[src/rtl/int_div_pkg.sv]
// Shared definitions for the iterative integer divider and its restoring step.
package int_div_pkg;

  localparam int unsigned W_DEF  = 32;
  localparam int unsigned CW_DEF = 6;

  // Divide-by-zero quotient; callers truncate with W'(DZ_QUOT)
  localparam logic [63:0] DZ_QUOT = '1;

  typedef enum logic [1:0] {
    IDLE = 2'd0,
    CALC = 2'd1,
    DZ   = 2'd2,
    DONE = 2'd3
  } div_state_e;

endpackage

[src/rtl/div_step.sv]
// One combinational restoring-division step: shift in the next dividend bit, trial-subtract.
module div_step #(
  parameter int unsigned W = 32
) (
  input  logic [W-1:0] r_i,
  input  logic         q_msb_i,
  input  logic [W-1:0] d_i,
  output logic [W-1:0] r_o,
  output logic         q_bit_o
);

  logic [W+1:0] trial;

  // Keep the partial remainder's top bit so divisors above 2^(W-1) divide correctly
  always_comb begin
    trial   = {1'b0, r_i, q_msb_i} - {2'b00, d_i};
    q_bit_o = ~trial[W+1];
    r_o     = q_bit_o ? W'(trial) : {r_i[W-2:0], q_msb_i};
  end

endmodule

[src/rtl/iter_int_div.sv]
// Iterative restoring divider, one quotient bit per cycle, commit/ack result handshake.
// Define SIGNED_DIV_EN for two's-complement operands (truncating toward zero).
module iter_int_div
  import int_div_pkg::*;
#(
  parameter int unsigned W  = W_DEF,
  parameter int unsigned CW = CW_DEF
) (
  input  logic         clk,
  input  logic         reset,
  input  logic [W-1:0] intA,
  input  logic [W-1:0] intB,
  input  logic         val_op,
  output logic         rdy_op,
  output logic [W-1:0] quot,
  output logic [W-1:0] rem,
  output logic         commit,
  input  logic         ack
);

  div_state_e    state_q, state_d;
  logic [W-1:0]  r_q, r_d, q_q, q_d, div_q, div_d;
  logic [W-1:0]  quot_q, quot_d, rem_q, rem_d;
  logic [CW-1:0] cnt_q, cnt_d;
  logic          commit_q, commit_d, rdy_q, rdy_d;

  logic [W-1:0]  mag_a_c, mag_b_c, step_r_c, step_q_c;
  logic          step_qbit_c, neg_quot_c, neg_rem_c;

`ifdef SIGNED_DIV_EN
  logic          sa_q, sa_d, sb_q, sb_d;

  assign mag_a_c    = intA[W-1] ? -intA : intA;
  assign mag_b_c    = intB[W-1] ? -intB : intB;
  assign neg_quot_c = sa_q ^ sb_q;
  assign neg_rem_c  = sa_q;
`else
  assign mag_a_c    = intA;
  assign mag_b_c    = intB;
  assign neg_quot_c = 1'b0;
  assign neg_rem_c  = 1'b0;
`endif

  div_step #(.W(W)) u_step (
    .r_i     (r_q),
    .q_msb_i (q_q[W-1]),
    .d_i     (div_q),
    .r_o     (step_r_c),
    .q_bit_o (step_qbit_c)
  );

  assign step_q_c = {q_q[W-2:0], step_qbit_c};

  always_ff @(posedge clk) begin
    if (reset) state_q <= IDLE;
    else       state_q <= state_d;
  end

  always_comb begin
    state_d = state_q;
    case (state_q)
      IDLE:    if (val_op) state_d = (intB == '0) ? DZ : CALC;
      CALC:    if (cnt_q == '0) state_d = DONE;
      DZ:      state_d = DONE;
      DONE:    if (ack) state_d = IDLE;
      default: state_d = IDLE;
    endcase
  end

  // Datapath and registered-output next values; results land on entry to DONE
  always_comb begin
    r_d      = r_q;
    q_d      = q_q;
    div_d    = div_q;
    cnt_d    = cnt_q;
    quot_d   = quot_q;
    rem_d    = rem_q;
`ifdef SIGNED_DIV_EN
    sa_d     = sa_q;
    sb_d     = sb_q;
`endif
    rdy_d    = (state_d == IDLE);
    commit_d = (state_d == DONE);
    case (state_q)
      IDLE: begin
        if (val_op) begin
          r_d   = '0;
          q_d   = mag_a_c;
          div_d = mag_b_c;
          cnt_d = CW'(W - 1);
`ifdef SIGNED_DIV_EN
          sa_d  = intA[W-1];
          sb_d  = intB[W-1];
`endif
        end
      end
      CALC: begin
        r_d = step_r_c;
        q_d = step_q_c;
        if (cnt_q != '0) begin
          cnt_d = cnt_q - CW'(1);
        end else begin
          quot_d = neg_quot_c ? -step_q_c : step_q_c;
          rem_d  = neg_rem_c  ? -step_r_c : step_r_c;
        end
      end
      DZ: begin
        quot_d = W'(DZ_QUOT);
        rem_d  = neg_rem_c ? -q_q : q_q;
      end
      default: ;
    endcase
  end

  always_ff @(posedge clk) begin
    if (reset) begin
      r_q      <= '0;
      q_q      <= '0;
      div_q    <= '0;
      cnt_q    <= '0;
      quot_q   <= '0;
      rem_q    <= '0;
      commit_q <= 1'b0;
      rdy_q    <= 1'b1;
`ifdef SIGNED_DIV_EN
      sa_q     <= 1'b0;
      sb_q     <= 1'b0;
`endif
    end else begin
      r_q      <= r_d;
      q_q      <= q_d;
      div_q    <= div_d;
      cnt_q    <= cnt_d;
      quot_q   <= quot_d;
      rem_q    <= rem_d;
      commit_q <= commit_d;
      rdy_q    <= rdy_d;
`ifdef SIGNED_DIV_EN
      sa_q     <= sa_d;
      sb_q     <= sb_d;
`endif
    end
  end

  assign rdy_op = rdy_q;
  assign commit = commit_q;
  assign quot   = quot_q;
  assign rem    = rem_q;

endmodule

[config.mk]
export PLATFORM = sky130hd
export DESIGN_NAME = iter_int_div
export DESIGN_NICKNAME = d
export VERILOG_FILES = /design/src/rtl/int_div_pkg.sv /design/src/rtl/div_step.sv /design/src/rtl/iter_int_div.sv
export SDC_FILE = /design/constraint.sdc
export NUM_CORES = 1
export LEC_CHECK = 0
export CAP_MARGIN = 20
export CORE_MARGIN = 3
export CORE_UTILIZATION = 40
export DETAILED_ROUTE_END_ITERATION = 10
export PLACE_DENSITY = 0.67
export SETUP_SLACK_MARGIN = 0.02
export SYNTH_ARGS = -nofsm -noshare
export SYNTH_HDL_FRONTEND = slang
export SYNTH_SLANG_ARGS = --single-unit
[constraint.sdc]
create_clock -name clk -period 8.1 [get_ports clk]
set_clock_uncertainty 0.15 [all_clocks]
set_input_delay 1.62 -clock clk [delete_from_list [all_inputs] [get_ports clk]]
set_output_delay 1.62 -clock clk [all_outputs]
set_load 0.02 [all_outputs]
==> flow_summary.ini <==
[grt]
gr-total-overflow = 0
antenna_violations_before_repair = 0
pin_count_of_the_biggest_net_entering_global_routing = 100
grt_util_all_layers = 0.212
global_route_wire_length_before_repair_um = 40700
number_of_global_route_vias_before_repair = 7471

[timing]
worst_pin_slew_ns = 1.07
fin_tns_setup_ns = 0
rsz0062_at_grt = false
timing.final.setup_violations = 0
finalHoldViolCount = 0
clock.fmax_mhz = 275
relative_max_transition_margin = 0.284
slew_viol_final = 0
post-route-min-period_ns = 3.64
timing.final.crit_share = 0.449

[critical_path]
signal_arrival_time_at_the_worst_endpoint_ns = 3.86
worst-endpoint-required_ns = 8.33
crit_buf_inv = 3
critical_path.max_fanout = 34
worst_path_max_delay_cell = sky130_fd_sc_hd__clkdlybuf4s50_1
cp-end-kind = register
worst_path_dominant_cell_family = buffers and inverters
cp_cell_sequence = clkdlybuf4s50_1 -> nor2b_4 -> buf_4 -> nor2b_2 -> buf_4 -> nand2_1 -> a31oi_1 -> and2_1
cp_common_cell = sky130_fd_sc_hd__buf_4
crit_type = input pin to register
start_kind = input pin
max_stage_delay_ns = 0.54

[finish]
layout_cell_area_excl_fill_mm2 = 0.0108
num-nets-final = 1268
fraction_of_final_layout_cells_sized_beyond_drive_strength_1 = 0.0543
multi_input_comb_area_mm2 = 0.00487
n_antenna_cell = 0
regArea_mm2 = 0.00340
flow.area_growth_from_synthesis_pct = 23.9
final.fill_count = 2080

[logic_synthesis]
synth_edf_count = 0
share_of_synthesized_flip_flops_with_an_asynchronous_set_or_reset = 0
synth.distinct_cells = 68
synth_flop_cell = sky130_fd_sc_hd__dfxtp_1
synth_warnings = 0
syn_inst = 1072
synth_seq_cells = 170
synth.avg_cell_area_um2 = 8.14
syn_area_mm2 = 0.00872
synth_fp_nets = 1175
yosysSeqAreaShare = 0.390

[clock_tree]
worst_setup_hold_path_clk_slew_ns = 0.07
tritoncts = done
ctsLongestPathBuffers = 2
cts_root_buf = sky130_fd_sc_hd__clkbuf_16
cts_resized = 0
clock_latency_ns = 0.44
clock_buffers_created_by_tritoncts = 17
post-cts-setup-buffers = 0
ctsHtreeMaxLevel = 4
clock_sinks = 170
cts_hold_buffers = 0

[placed_design]
place.gp.congestion = 0.891
portBuffers = 133
postPlaceCellArea_mm2 = 0.0102
dp.final_hpwl_um = 18600

[floorplanning]
die_area_mm2 = 0.0236
die_height_um = 154
io_pins = 134
core.rowCount = 53
initial_core_util = 0.411
floorplan.die.width_um = 154
core_area_mm2 = 0.0212

[pwr]
vdd_ir_drop_max_mv = 0.157
report.power.total_mw = 3.67
clock_group_share_of_total_power = 0.223
cellInternalPower_mw = 2.11
power.leakage_nw = 4.15
netSwitchingPower_mw = 1.57
switching_share = 0.426
power.density_cell_area_mw_per_mm2 = 340
part_of_the_total_power_dissipated_in_combinational_logic = 0.482
sequentialPowerShare = 0.295

[route]
avgRoutedWirePerCell_um = 17.6
drt_iter0_markers = 538
drt_pass1_iterations = 5
drc_errors = 0
detailroute.via_count = 8058
vias_per_cell = 5.55
wl_um = 25500
antenna_left = 0

[worst_hold_path]
hold_path_class = register to register

[outcome]
run_status = finished, final reports clean

[job]
drv_cap = 0
[worst paths after layout]
path                                start         to  slack, ns  cells past startpoint
worst min-delay path            div_q[29]  div_q[29]       0.31                      2
worst max register to register    q_q[31]    rem[24]       4.49                     11
worst max-delay path               val_op     commit       4.46                      8
worst min register to register  div_q[29]  div_q[29]       0.31                      2
[registers in the layout, indices dropped and copies added, names as in the netlist]
name	count
div_q	32
q_q	32
quot	32
r_q	32
rem	32
cnt_q	6
state_q	2
commit	1
rdy_op	1
[layout by cell type, fill, tap and decap left out, drive strengths merged, types with 2 or more instances in the layout]
master	instances
dfxtp	170
clkdlybuf4s50	132
nand2	117
nor2	109
a21oi	75
nor3	74
o21ai	62
inv	54
mux2i	47
a211oi	37
ha	34
a22oi	33
o22ai	28
clkbuf	17
xor2	16
nor4	14
xnor2	13
nand2b	12
buf	12
a21o	11
nor2b	10
a31oi	8
nor3b	8
o21a	7
nand4	7
clkinv	7
nand3	5
a32oi	5
o211ai	5
and3	5
o21bai	4
or2	4
a311oi	3
or3	3
o2111ai	3
o31ai	2
a311o	2
o211a	2
and2	2
[layer usage]
metal	global-route usage	up-vias	wire, um
met4	0.0782	0	731
met1	0.315	3706	12300
met2	0.312	273	10800
met3	0.0307	44	1620
li1	-	4035	-
met5	0	-	0
[power by group through the flow]
stage | Clock (mW) | Combinational [mW] | Sequential, mW
floorplan | 0 | 1.26 | 1.12
global placement | 0 | 1.74 | 1.10
detailed placement | 0 | 1.75 | 1.10
CTS | 0.827 | 1.76 | 1.08
global route | 0.860 | 1.95 | 1.10
finish | 0.820 | 1.77 | 1.08
[worst min-delay path, cell delays in order (launching register included)]
cell and delay [ns]:
sky130_fd_sc_hd__dfxtp_1 0.31, sky130_fd_sc_hd__nand2_1 0.05, sky130_fd_sc_hd__a21oi_1 0.05
[Yosys cell counts (13+ instances only)]
master,instances,area share
sky130_fd_sc_hd__a211oi_1,36,0.031
sky130_fd_sc_hd__a21oi_1,74,0.042
sky130_fd_sc_hd__a22oi_1,33,0.028
sky130_fd_sc_hd__clkbuf_1,53,0.023
sky130_fd_sc_hd__dfxtp_1,170,0.39
sky130_fd_sc_hd__ha_1,34,0.049
sky130_fd_sc_hd__inv_1,46,0.020
sky130_fd_sc_hd__mux2i_1,47,0.054
sky130_fd_sc_hd__nand2_1,117,0.050
sky130_fd_sc_hd__nor2_1,109,0.047
sky130_fd_sc_hd__nor3_1,74,0.042
sky130_fd_sc_hd__o21ai_0,49,0.028
sky130_fd_sc_hd__o21ai_1,13,0.0075
sky130_fd_sc_hd__o22ai_1,28,0.020
sky130_fd_sc_hd__xnor2_1,13,0.013
sky130_fd_sc_hd__xor2_1,16,0.016
[cells by family after synthesis]
group / Yosys count / share of synthesized area
xor+xnor: 29 / 0.0291
mux: 47 / 0.0539
fa+ha+maj: 35 / 0.0511
compound gates: 300 / 0.221
simple gates: 375 / 0.200
buf+inv: 116 / 0.0544
flops: 170 / 0.390
[metrics by stage]
step / instances / hold slack [ns] / setup slack [ns] / utilization
final: 1453 / 0.305 / 4.46 / 0.509
after CTS: 1452 / 0.309 / 4.23 / 0.508
after global placement: 1420 / 0.293 / 4.03 / 0.480
after global routing: 1453 / 0.333 / 4.32 / 0.509
after detailed placement: 1420 / 0.298 / 4.02 / 0.480
after floorplan: 1072 / 0.286 / 5.06 / -
[layout make-up]
class	instances	share of cell area
clock buffer	17	0.0394
clock inverter	15	0.0159
inverter	46	0.0160
multi-input combinational	786	0.450
sequential	170	0.315
tap	275	0.0319
timing repair buffer	144	0.131
No activity file was read; power rests on OpenSTA's default activity.
